<file path="src/rtl/mem_port_arbiter.sv">
// Shares one single-port sync RAM between fetch and data; data wins unless fetch has waited FETCH_LIMIT grants.
// Grant in cycle N, result pulse in N+1; requests are level-held, so the losing requester simply stalls.
module mem_port_arbiter #(
  parameter int ADDR_W      = 64,
  parameter int DATA_W      = 64,
  parameter int FETCH_LIMIT = 4
) (
  input  logic              clk,
  input  logic              rst,
  input  logic [ADDR_W-1:0] imem_addr,
  input  logic              imem_addr_valid,
  output logic [DATA_W-1:0] imem_data,
  output logic              imem_data_valid,
  input  logic [ADDR_W-1:0] dmem_addr,
  input  logic [DATA_W-1:0] dmem_dout,
  input  logic              dmem_rstrobe,
  input  logic              dmem_wstrobe,
  output logic [DATA_W-1:0] dmem_din,
  output logic              dmem_cycle_complete,
  output logic [ADDR_W-1:0] ram_addr,
  output logic [DATA_W-1:0] ram_din,
  input  logic [DATA_W-1:0] ram_dout,
  output logic              ram_cs,
  output logic              ram_we
);

  typedef enum logic [1:0] {
    IDLE   = 2'd0,
    I_WAIT = 2'd1,
    D_WAIT = 2'd2
  } state_t;

  localparam logic [3:0] LIMIT = 4'(FETCH_LIMIT);

  state_t     state_q, state_d;
  logic [3:0] streak_q, streak_d;
  logic       imem_data_valid_q, imem_data_valid_d;
  logic       dmem_cycle_complete_q, dmem_cycle_complete_d;

  logic data_req;
  logic fetch_starved;
  logic data_win;
  logic fetch_win;
  logic in_idle;

  always_comb begin
    data_req      = dmem_rstrobe | dmem_wstrobe;
    fetch_starved = imem_addr_valid && (streak_q == LIMIT);
    data_win      = data_req && !fetch_starved;
    fetch_win     = imem_addr_valid && !data_win;
    in_idle       = (state_q == IDLE);

    state_d               = state_q;
    streak_d              = streak_q;
    imem_data_valid_d     = 1'b0;
    dmem_cycle_complete_d = 1'b0;

    case (state_q)
      IDLE: begin
        if (data_win) begin
          state_d               = D_WAIT;
          dmem_cycle_complete_d = 1'b1;
        end else if (fetch_win) begin
          state_d           = I_WAIT;
          imem_data_valid_d = 1'b1;
        end
        // Streak only grows while fetch is actually waiting; any fetch grant or fetch-idle cycle clears it.
        if (fetch_win || !imem_addr_valid) begin
          streak_d = 4'd0;
        end else if (data_win && (streak_q != LIMIT)) begin
          streak_d = streak_q + 4'd1;
        end
      end
      I_WAIT:  state_d = IDLE;
      D_WAIT:  state_d = IDLE;
      default: state_d = IDLE;
    endcase
  end

  always_ff @(posedge clk) begin
    if (rst) begin
      state_q               <= IDLE;
      streak_q              <= 4'd0;
      imem_data_valid_q     <= 1'b0;
      dmem_cycle_complete_q <= 1'b0;
    end else begin
      state_q               <= state_d;
      streak_q              <= streak_d;
      imem_data_valid_q     <= imem_data_valid_d;
      dmem_cycle_complete_q <= dmem_cycle_complete_d;
    end
  end

  // Reset must silence the RAM and the result pulses within the same cycle it is asserted.
  assign ram_cs              = in_idle && !rst && (data_win || fetch_win);
  assign ram_we              = in_idle && !rst && data_win && dmem_wstrobe;
  assign ram_addr            = data_win ? dmem_addr : imem_addr;
  assign ram_din             = dmem_dout;
  assign imem_data           = ram_dout;
  assign dmem_din            = ram_dout;
  assign imem_data_valid     = imem_data_valid_q && !rst;
  assign dmem_cycle_complete = dmem_cycle_complete_q && !rst;

endmodule
</file>
<file path="config.mk">
export PLATFORM = sky130hd
export DESIGN_NAME = mem_port_arbiter
export DESIGN_NICKNAME = d
export VERILOG_FILES = /design/src/rtl/mem_port_arbiter.sv
export SDC_FILE = /design/constraint.sdc
export NUM_CORES = 1
export LEC_CHECK = 0
export ABC_AREA = 1
export CELL_PAD_IN_SITES_DETAIL_PLACEMENT = 0
export CELL_PAD_IN_SITES_GLOBAL_PLACEMENT = 1
export CORE_AREA = 2 2 203 205
export CTS_BUF_LIST = sky130_fd_sc_hd__clkbuf_8 sky130_fd_sc_hd__clkbuf_16
export CTS_CLUSTER_DIAMETER = 50
export DETAILED_ROUTE_END_ITERATION = 6
export DIE_AREA = 0 0 205 207
export PLACE_DENSITY_LB_ADDON = 0.1
export SLEW_MARGIN = 20
export SYNTH_ARGS = -nofsm -noshare
export SYNTH_HDL_FRONTEND = slang
export SYNTH_SLANG_ARGS = --single-unit
</file>
<file path="constraint.sdc">
create_clock -name clk -period 1.9 [get_ports clk]
set_clock_uncertainty 0.05 [all_clocks]
set_input_delay 0.475 -clock clk [delete_from_list [all_inputs] [get_ports clk]]
set_output_delay 0.475 -clock clk [all_outputs]
set_load 0.02 [all_outputs]
</file>
Word-level counts from Yosys, hierarchy flattened

Index checks and enable logic that the tools add are counted.

Add/subtract/negate cells: 1
Equality and inequality tests: 2
Bitwise operators: 2
Multiplexer cells: 7
Reduce and logical (&&, ||, !) cells: 22

Operators with widths:

| kind                | number |
|---|---|
| $mux 64             | 1 |
| $logic_and 1x1->1   | 10 |
| $mux 4              | 2 |
| $add 4x1->4 const B | 1 |
| $eq 4x3->1 const B  | 1 |
| $logic_not 1->1     | 4 |
| $mux 2              | 2 |
| $ne 4x3->1 const B  | 1 |
| $reduce_bool 2->1   | 2 |
| $reduce_or 3->1     | 1 |
| $logic_not 2->1     | 1 |
| $logic_or 1x1->1    | 2 |
| $mux 1              | 2 |
| $reduce_and 2->1    | 1 |
| $reduce_or 2->1     | 1 |
| $not 1->1           | 1 |
| $or 1x1->1          | 1 |

Bits in registers: 8
Input bits: 261
Output and inout bits: 260
Logic and storage cells: 39

Longest topological paths before layout

Gate-level depths: netlist of run 1.

Depth in word-level cells: 9
Depth in mapped cells: 8
Gate-level depth less buffers: 7

Least setup slack after synthesis of run 1

No wires, ideal clock.

Kind: register to output
Start: register streak_q[0]
End: output port ram_we
Setup slack: -19 ps
Stages on the path, launching flop included: 7
Path buffers: 1
Arrival time: 1,394 ps
Required time: 1,375 ps
Cell sequence: dfxtp_1 -> inv_1 -> ha_1 -> nand4_1 -> nand2_2 -> buf_2 -> nor3_1

Longest elaborated chain between the ends: 6

RTL lines:

| element                         | RTL line | source |
|---|---|---|
| from (decl)                     | 36       | `logic [3:0] streak_q, streak_d;` |
| from (signal assigned)          | 88       | `streak_q <= streak_d;` |
| $eq 4x3->1                      | 48       | `fetch_starved = imem_addr_valid && (streak_q == LIMIT);` |
| $logic_and 1x1->1               | 48       |  |
| $logic_not 1->1                 | 49       | `data_win = data_req && !fetch_starved;` |
| $logic_and 1x1->1               | 49       |  |
| $logic_and 1x1->1 (2 in series) | 96       | `assign ram_we = in_idle && !rst && data_win && dmem_wstrobe;` |
| to (decl)                       | 24       | `output logic ram_we` |

No other way between the ends.

Worst setup path after layout of run 1

Start: register streak_q[0]
End: output port ram_addr[33]

Longest elaborated chain between the ends: 5

RTL lines:

| element           | RTL line | source |
|---|---|---|
| $eq 4x3->1        | 48       |  |
| $logic_and 1x1->1 | 48       |  |
| $logic_not 1->1   | 49       |  |
| $logic_and 1x1->1 | 49       |  |
| $mux 64           | 97       | `assign ram_addr = data_win ? dmem_addr : imem_addr;` |
| to (decl)         | 20       | `output logic [ADDR_W-1:0] ram_addr,` |

No other way between the ends.

==> results of run 1 <==
[repair_timing]
item                       4_1_cts  5_1_grt
pin swaps                       19       32
gates cloned                     4        0
buffers inserted                26        8
setup endpoints to repair       68       66
resized for setup              444      121
hold endpoints to repair         0        0
[cell type report]
class | instances | area share [%]
Clock buffer | 3 | 1.44
Inverter | 9 | 0.648
Multi-Input combinational cell | 227 | 27.2
Sequential cell | 8 | 3.12
Tap cell | 532 | 12.8
Timing Repair Buffer | 264 | 54.9
[power by group through the flow]
| stage | Combinational, uW | Clock (uW) | Sequential (uW) |
|---|---|---|---|
| after floorplan | 938 | 0 | 183 |
| after global placement | 989 | 0 | 183 |
| after detailed placement | 976 | 0 | 183 |
| after CTS | 1100 | 358 | 182 |
| after global routing | 1250 | 370 | 183 |
| final | 1170 | 349 | 182 |
[layer usage]
| metal | routed length, um | up-vias | global-route usage (%) | share of wire, % |
|---|---|---|---|---|
| li1 | - | 1339 | - | - |
| met1 | 5210 | 1235 | 6.63 | 36 |
| met2 | 6840 | 235 | 10.5 | 47 |
| met3 | 1810 | 59 | 2.52 | 13 |
| met4 | 546 | 0 | 2.70 | 3.8 |
| met5 | 0 | - | 0.230 | 0 |
[sequential cells by signal, indices dropped and copies added (netlist names)]
| name | flops |
|---|---|
| streak_q | 4 |
| state_q | 2 |
| dmem_cycle_complete_q | 1 |
| imem_data_valid_q | 1 |
[worst max-delay path by stage]
stage / endpoint / slack [ns] / cells after the start
after global routing: ram_addr[21] / -0.49 / 10
final: ram_addr[33] / -0.41 / 10
after global placement: ram_addr[32] / -1.05 / 8
after detailed placement: ram_addr[32] / -1.05 / 8
after floorplan: ram_cs / 0.08 / 6
after CTS: ram_addr[11] / -0.46 / 10
[metrics by stage]
step,area [um2],TNS (ns)
after floorplan,2740,0
after global placement,4160,-63.11
after detailed placement,4160,-63.14
after CTS,4840,-26.20
after global routing,5210,-27.93
final,5210,-21.53
[worst max-delay path, stage by stage, from the launching register on]
cell                      delay [ns]
sky130_fd_sc_hd__dfxtp_2        0.31
sky130_fd_sc_hd__inv_2          0.07
sky130_fd_sc_hd__ha_4           0.13
sky130_fd_sc_hd__nand4_1        0.15
sky130_fd_sc_hd__buf_4          0.19
sky130_fd_sc_hd__buf_12         0.14
sky130_fd_sc_hd__buf_16         0.15
sky130_fd_sc_hd__buf_4          0.13
sky130_fd_sc_hd__nand3_1        0.06
sky130_fd_sc_hd__nand2_1        0.07
sky130_fd_sc_hd__buf_6          0.13
[logic make-up after synthesis]
family / share of synthesized area (%)
buffers and inverters: 58.6
adder cells (fa/ha/maj): 0.914
XOR/XNOR: 0.640
AND/OR/NAND/NOR: 33.7
flip-flops: 5.85
AO/OA/AOI/OAI: 0.365
[layout by cell type, fill, tap and decap left out, drive strengths merged]
cell type,instances
nand4,1
dfxtp,8
xor2,2
nor2,13
nand3,67
clkbuf,3
clkdlybuf4s50,129
dlygate4sd2,3
a21oi,2
nor3,1
nand2,139
ha,2
inv,9
buf,132
==> results list, run 1 <==
- Outcome: complete, but fails checks
- Failing checks: setup timing
* Routability congestion estimate from global placement: 0.704
- Based on the critical path, the design can be clocked at up to 0.433 GHz.
- Commonest register cell after synthesis: sky130_fd_sc_hd__dfxtp_1
- The biggest area contributor in the post-synthesis netlist is sky130_fd_sc_hd__buf_4.
- Net switching power: 587 uW
* CTS Buf Count: 3
* Static power due to leakage: 0.00226 uW
- From bottom edge to top edge, the die measures 207 um.
- STA classifies the critical path endpoint as an output pin.
- Number of hold violations in the final report: 0
- In this run the power density over the cells is 326 mW/mm2.
- Sorting the synthesized cells by how often they occur yields sky130_fd_sc_hd__buf_4 (199), sky130_fd_sc_hd__nand2_1 (138), sky130_fd_sc_hd__nand3_1 (67).
- Origin of the worst min-delay path: streak_q[3]
* First drt pass iteration count: 4
* Worst setup slack for register-to-register paths: 0.22 ns
- Net switching is 34.6% of the power.
- Startpoint class of the critical path: register
- Core area: 0.0404 mm2
- Across the VDD grid, the largest voltage drop is 147 uV.
- In the final layout, flip-flops and latches occupy 163 um2.
- Global Route Usage Sum: 6.16%
* Buffer type at the clock tree root: sky130_fd_sc_hd__clkbuf_16
- The internal portion of the total power is 1110 uW.
- The clock passes through at most 2 buffers.
- Critical path data arrival time: 1.78 ns
* Leading post-synthesis cells by cell area: sky130_fd_sc_hd__buf_4 (55%), sky130_fd_sc_hd__nand2_1 (19%), sky130_fd_sc_hd__nand3_1 (12%)
- The via count of the first global-routing pass is 2890.
- After detailed placement, the design holds a cell count of 1007.
* Max-cap check violation count: 0
* H-tree Lvls: 1
* Post-synthesis instance total: 457
* TritonCTS clock tree: built
- The share of total power dissipated in the clock network is 20.5%.
- During synthesis, Yosys emitted a total of 0 warnings.
* Sequential fraction of design power: 10.7%
* Detailed-route wire length per cell: 13.8 um
* DIE AREA: 0.0424 mm2
- Summing all multi-input logic gate instances after layout gives 0.00142 mm2.
* Clock tree sinks: 8
- Port bufs: 200
- Clock edge transition at the registers on the reported setup and hold paths: 0.04 ns
- Initial antenna violation count: 0
- Core Util, Final: 12.9%
- Final hold slack: 0.582 ns
- The max-slew violation count is 0.
* Setup-violating endpoint count in the final report: 66
* Hpwl dp: 11100 um
- Share of Yosys cell area claimed by the top area cell type: 54.5%
* Number of buffers inserted by hold repair at cts: 0
* Power Total: 1700 uW
* Cell depth of the worst flop-to-flop path: 11
* Count of flip-flops with a built-in enable after synthesis: 0
* Share of flip-flops with an asynchronous set or reset: 0%
- Worst hold stages: 4
- The tightest min-delay check is of the reg -> reg type.
- The later pin in the worst-skew pair is clocked with a latency of 0.23 ns.
* Number of antenna-violating nets in the routed design: 0
* Maximum fanout along the worst path: 7
- Count of standard-cell rows: 74
- The endpoint identified for the worst register-to-register timing path is state_q[0].
- Wires add up to 14400 um.
- Post-Place Worst Slack: -1.05 ns
* Headroom to the max-slew limit: 75.9%
- Non-Filler Instances: 1043
* Number of primary I/O pins: 521
* First-pass GRT wire length: 19500 um
- Data on the critical path is required at its endpoint by 1.37 ns.
* Overflow after GRT: 0
- The layout has 4692 filler cells.
- The worst hold path terminates at streak_q[3].
- Via count: 2868
* Number of synthesized register bits: 8
* Reg-to-reg startpoint: streak_q[0]
* Most frequently used cell type in the post-synthesis netlist: sky130_fd_sc_hd__buf_4
- Initial standard-cell utilization of the core: 6.78%
- Synth Net Count: 720
- Each instance of the synthesized netlist takes up on average 5.99 um2.
- Ratio of routed vias to standard cells: 2.75
* Initial DRC count: 67
- Final net count: 776
- The critical path is of the reg -> out type.
* Final worst slack: -0.408 ns
- After synthesis, the netlist uses 15 different library cells.
- Of the cells placed in the final design, the portion with a size suffix greater than 1 is 47.9%.
- Unrepaired setup endpoints after global routing: true
- Share of power burned in combinational logic: 68.8%
- After synthesis the cells add up to 0.00274 mm2.
- Largest net degree at the start of global routing: 55
- Final period utilization: 121%
- Slew at the pin closest to its max-slew limit: 0.362 ns
* Chip width: 205 um
- The number of antenna diodes in the final layout is 0.
* Post-synthesis to final-layout area growth: 90.2%
- For the finished layout, the period the worst path requires is 2.31 ns.
* Worst setup path startpoint: streak_q[0]
* Number of DRC violations after detailed routing: 0
- Sequential cell area fraction in the yosys report: 5.85%
No activity file was read; power rests on OpenSTA's default activity.
==> inputs of run 2 (changes only) <==
--- a/config.mk
+++ b/config.mk
@@ -8,2 +8,3 @@
 export ABC_AREA = 1
+export ABC_CLOCK_PERIOD_IN_PS = 1900
 export CELL_PAD_IN_SITES_DETAIL_PLACEMENT = 0
@@ -16,3 +17,2 @@
 export PLACE_DENSITY_LB_ADDON = 0.1
-export SLEW_MARGIN = 20
 export SYNTH_ARGS = -nofsm -noshare
--- a/constraint.sdc
+++ b/constraint.sdc
@@ -4,2 +4,2 @@
 set_output_delay 0.475 -clock clk [all_outputs]
-set_load 0.02 [all_outputs]
+set_load 0.1 [all_outputs]
==> results list, run 2 (same netlist as run 1, synthesis figures left out) <==
- Detailed-route wire length per cell: 15.6 um (was 13.8 um)
* CP Data Required Time: 1.37 ns (about the same)
- Max reg flops: 4 (unchanged)
- The highest achievable clock rate is 0.432 GHz (was 0.433 GHz).
- The sequential cell area in the final layout came to 163 um2 (unchanged).
* Non-Filler Instances: 1029 (was 1043)
- DIE AREA: 0.0424 mm2 (unchanged)
- The number of iterations in the first detailed-routing pass is 4 (unchanged).
- The initial antenna violation count was 0 (unchanged).
- The final wirelength is 16100 um (was 14400 um).
- The register with the most flip-flops was streak_q (unchanged).
* Startpoint class of the critical path: register (unchanged)
* Number of DRC violations after detailed routing: 0 (unchanged)
* Power Dens Cells: 454 mW/mm2 (was 326 mW/mm2)
* Final period utilization: 122% (was 121%)
* Hpwl dp: 11800 um (was 11100 um)
- Outcome: complete, but fails checks (unchanged)
- Ratio of cells with drive above 1 in the final layout: 56.1% (was 47.9%)
* Global-route track usage on met1: 7.36% (was 6.63%)
- Series of cell instances along the critical path: inv_2 > ha_4 > nand4_1 > buf_4 > nand2_8 > buf_12 > clkbuf_16 > nand2_4 > nand2_4 > buf_12 (was inv_2 > ha_4 > nand4_1 > buf_4 > buf_12 > buf_16 > buf_4 > nand3_1 > nand2_1 > buf_6).
- Number of hold violations in the final report: 0 (unchanged)
- The final critical delay including setup and external delays is 2.31 ns (about the same).
- Largest registers in the final layout: streak_q: 4 flops, state_q: 2 flops (unchanged).
- The worst hold slack across all endpoints is 0.500 ns (was 0.582 ns).
- The count of max-cap constraint violations was 0 (unchanged).
- The type of the most critical hold path is reg -> reg (unchanged).
- The maximum root-to-sink buffer count is 2 (unchanged).
- The slew of the pin with the lowest slew margin came to 0.262 ns (was 0.362 ns).
- Setup-violating endpoint count in the final report: 66 (unchanged)
- Commonest cells after routing, fill and taps aside: sky130_fd_sc_hd__clkdlybuf4s50_1 (128), sky130_fd_sc_hd__nand2_4 (107), sky130_fd_sc_hd__buf_12 (82) (was sky130_fd_sc_hd__clkdlybuf4s50_1 (129), sky130_fd_sc_hd__buf_6 (75), sky130_fd_sc_hd__nand2_1 (67)).
* Routability congestion estimate from global placement: 0.687 (was 0.704)
* Worst path max stage delay: 0.31 ns (about the same)
* Number of antenna-violating nets in the routed design: 0 (unchanged)
- The critical-path cell with the highest stage delay is sky130_fd_sc_hd__dfxtp_2 (unchanged).
- Power Total: 2930 uW (was 1700 uW)
* Maximum fanout along the worst path: 6 (was 7)
- Unrepaired setup endpoints after global routing: true (unchanged).
- Largest net degree at the start of global routing: 26 (was 55)
- Headroom to the max-slew limit: 82.5% (was 75.9%)
* Most common library cell in the layout ignoring fill and taps: sky130_fd_sc_hd__clkdlybuf4s50_1 (unchanged)
* Post-synthesis to final-layout area growth: 136% (was 90.2%)
- Buffering stage count on the worst path with inverters included: 5 (was 6)
* Final net count: 762 (was 776)
- The type of element capturing the critical path was an output pin (unchanged).
- H-tree Lvls: 1 (unchanged)
* Core Util, Final: 16.0% (was 12.9%)
* Via count: 2860 (was 2868)
- Global Route Usage Sum: 6.80% (was 6.16%)
- Number of primary I/O pins: 521 (unchanged)
- The starting density of the core was 6.78% (unchanged).
* Static power due to leakage: 0.00281 uW (was 0.00226 uW)
* Final Instance Area: 0.00646 mm2 (was 0.00521 mm2)
* Gr busiest metal: met2 (unchanged)
- The clock latency on the worst-skew pair was 0.23 ns (about the same).
- Initial DRC count: 63 (was 67)
- Number of buffers inserted by hold repair at cts: 0 (unchanged)
* Area after detailed placement: 0.00532 mm2 (was 0.00416 mm2)
* Overflow after GRT: 0 (unchanged)
- Buffer type at the clock tree root: sky130_fd_sc_hd__clkbuf_16 (unchanged)
- The worst path arrival time came to 1.79 ns (was 1.78 ns).
- Height of the chip: 207 um (unchanged)
- Core area: 0.0404 mm2 (unchanged)
- The met3 track demand over resource in global routing was 2.91% (was 2.52%).
- The worst setup margin is -0.415 ns (was -0.408 ns).
- Diode insertion count for antenna repair: 0 (unchanged)
* Chip width: 205 um (unchanged)
- Worst setup slack for register-to-register paths: 0.35 ns (was 0.22 ns)
- Met2 track utilization from global routing: 12.1% (was 10.5%)
- The clock-pin transition on the worst setup and hold timing paths was 0.04 ns (about the same).
* TritonCTS clock tree: built (unchanged)
- The via density per instance was 2.78 (was 2.75).
* Port bufs: 200 (unchanged)
* Number of max-slew violations in the final report: 0 (unchanged)
- CTS Buf Count: 3 (unchanged)
- Category of the critical setup timing path: reg -> out (unchanged)
- The via count of the first global-routing pass was 3054 (was 2890).
- Count of standard-cell rows: 74 (unchanged)
- First-pass GRT wire length: 21400 um (was 19500 um)
- Dominant delay contributor by cell family on the critical path: buffers and inverters (unchanged)
* Number of fill cells: 4587 (was 4692)
- Clock tree sinks: 8 (unchanged)
- Worst ir drop on vdd: 182 uV (was 147 uV)
* Post-Place Cells: 1003 (was 1007)
- Failing checks: setup timing (unchanged)
- The total area of multi-input combinational cells is 0.00204 mm2 (was 0.00142 mm2).
-- run 2: final timing paths --
path / from / end / cells after the start
worst max-delay path: streak_q[1] / ram_addr[16] / 10
worst min-delay path: streak_q[3] / streak_q[3] / 3
worst max register to register: streak_q[1] / state_q[1] / 9
worst min register to register: streak_q[3] / streak_q[3] / 3
-- run 2: timing repair --
item | in CTS | in global routing
gates resized for setup | 85 | 80
pin swaps | 12 | 31
buffers inserted | 11 | 4
endpoints found under the setup margin | 68 | 66
cloned | 6 | 7
-- run 2: per-layer routing --
metal  share of wire (%)  vias to the layer above
li1                    -                     1317
met1                  36                     1283
met2                  50                      218
met3                  12                       40
met4                 1.9                        2
met5                0.25                        -
-- run 2: layout make-up --
class | instances | share of cell area [%]
Multi-Input combinational cell | 227 | 31.6
Tap cell | 532 | 10.3
Clock buffer | 3 | 1.16
Sequential cell | 8 | 2.52
Timing Repair Buffer | 250 | 53.9
Inverter | 9 | 0.523
-- run 2: where the power goes --
group	internal, uW	switching [uW]
combinational	988	1410
sequential	178	4.10
clock	271	80.5
total	1440	1500
-- run 2: worst min-delay path: cells and delay by family, from the launching register on --
kind | cells | cell delay [ns]
flip-flops | 1 | 0.33
AND/OR/NAND/NOR | 3 | 0.17
-- run 2: stage by stage --
| step | setup WS (ns) | setup TNS (ns) |
|---|---|---|
| after floorplan | -0.223 | -0.271 |
| after global placement | -0.724 | -43.23 |
| after detailed placement | -0.748 | -45.47 |
| after CTS | -0.438 | -26.37 |
| after global routing | -0.494 | -29.91 |
| final | -0.415 | -24.69 |
==> inputs of run 3 (changes only) <==
SLEW_MARGIN = 20   (was default)
==> results of run 3 <==
The final DEF is identical to that of run 2; final timing and power are the same.
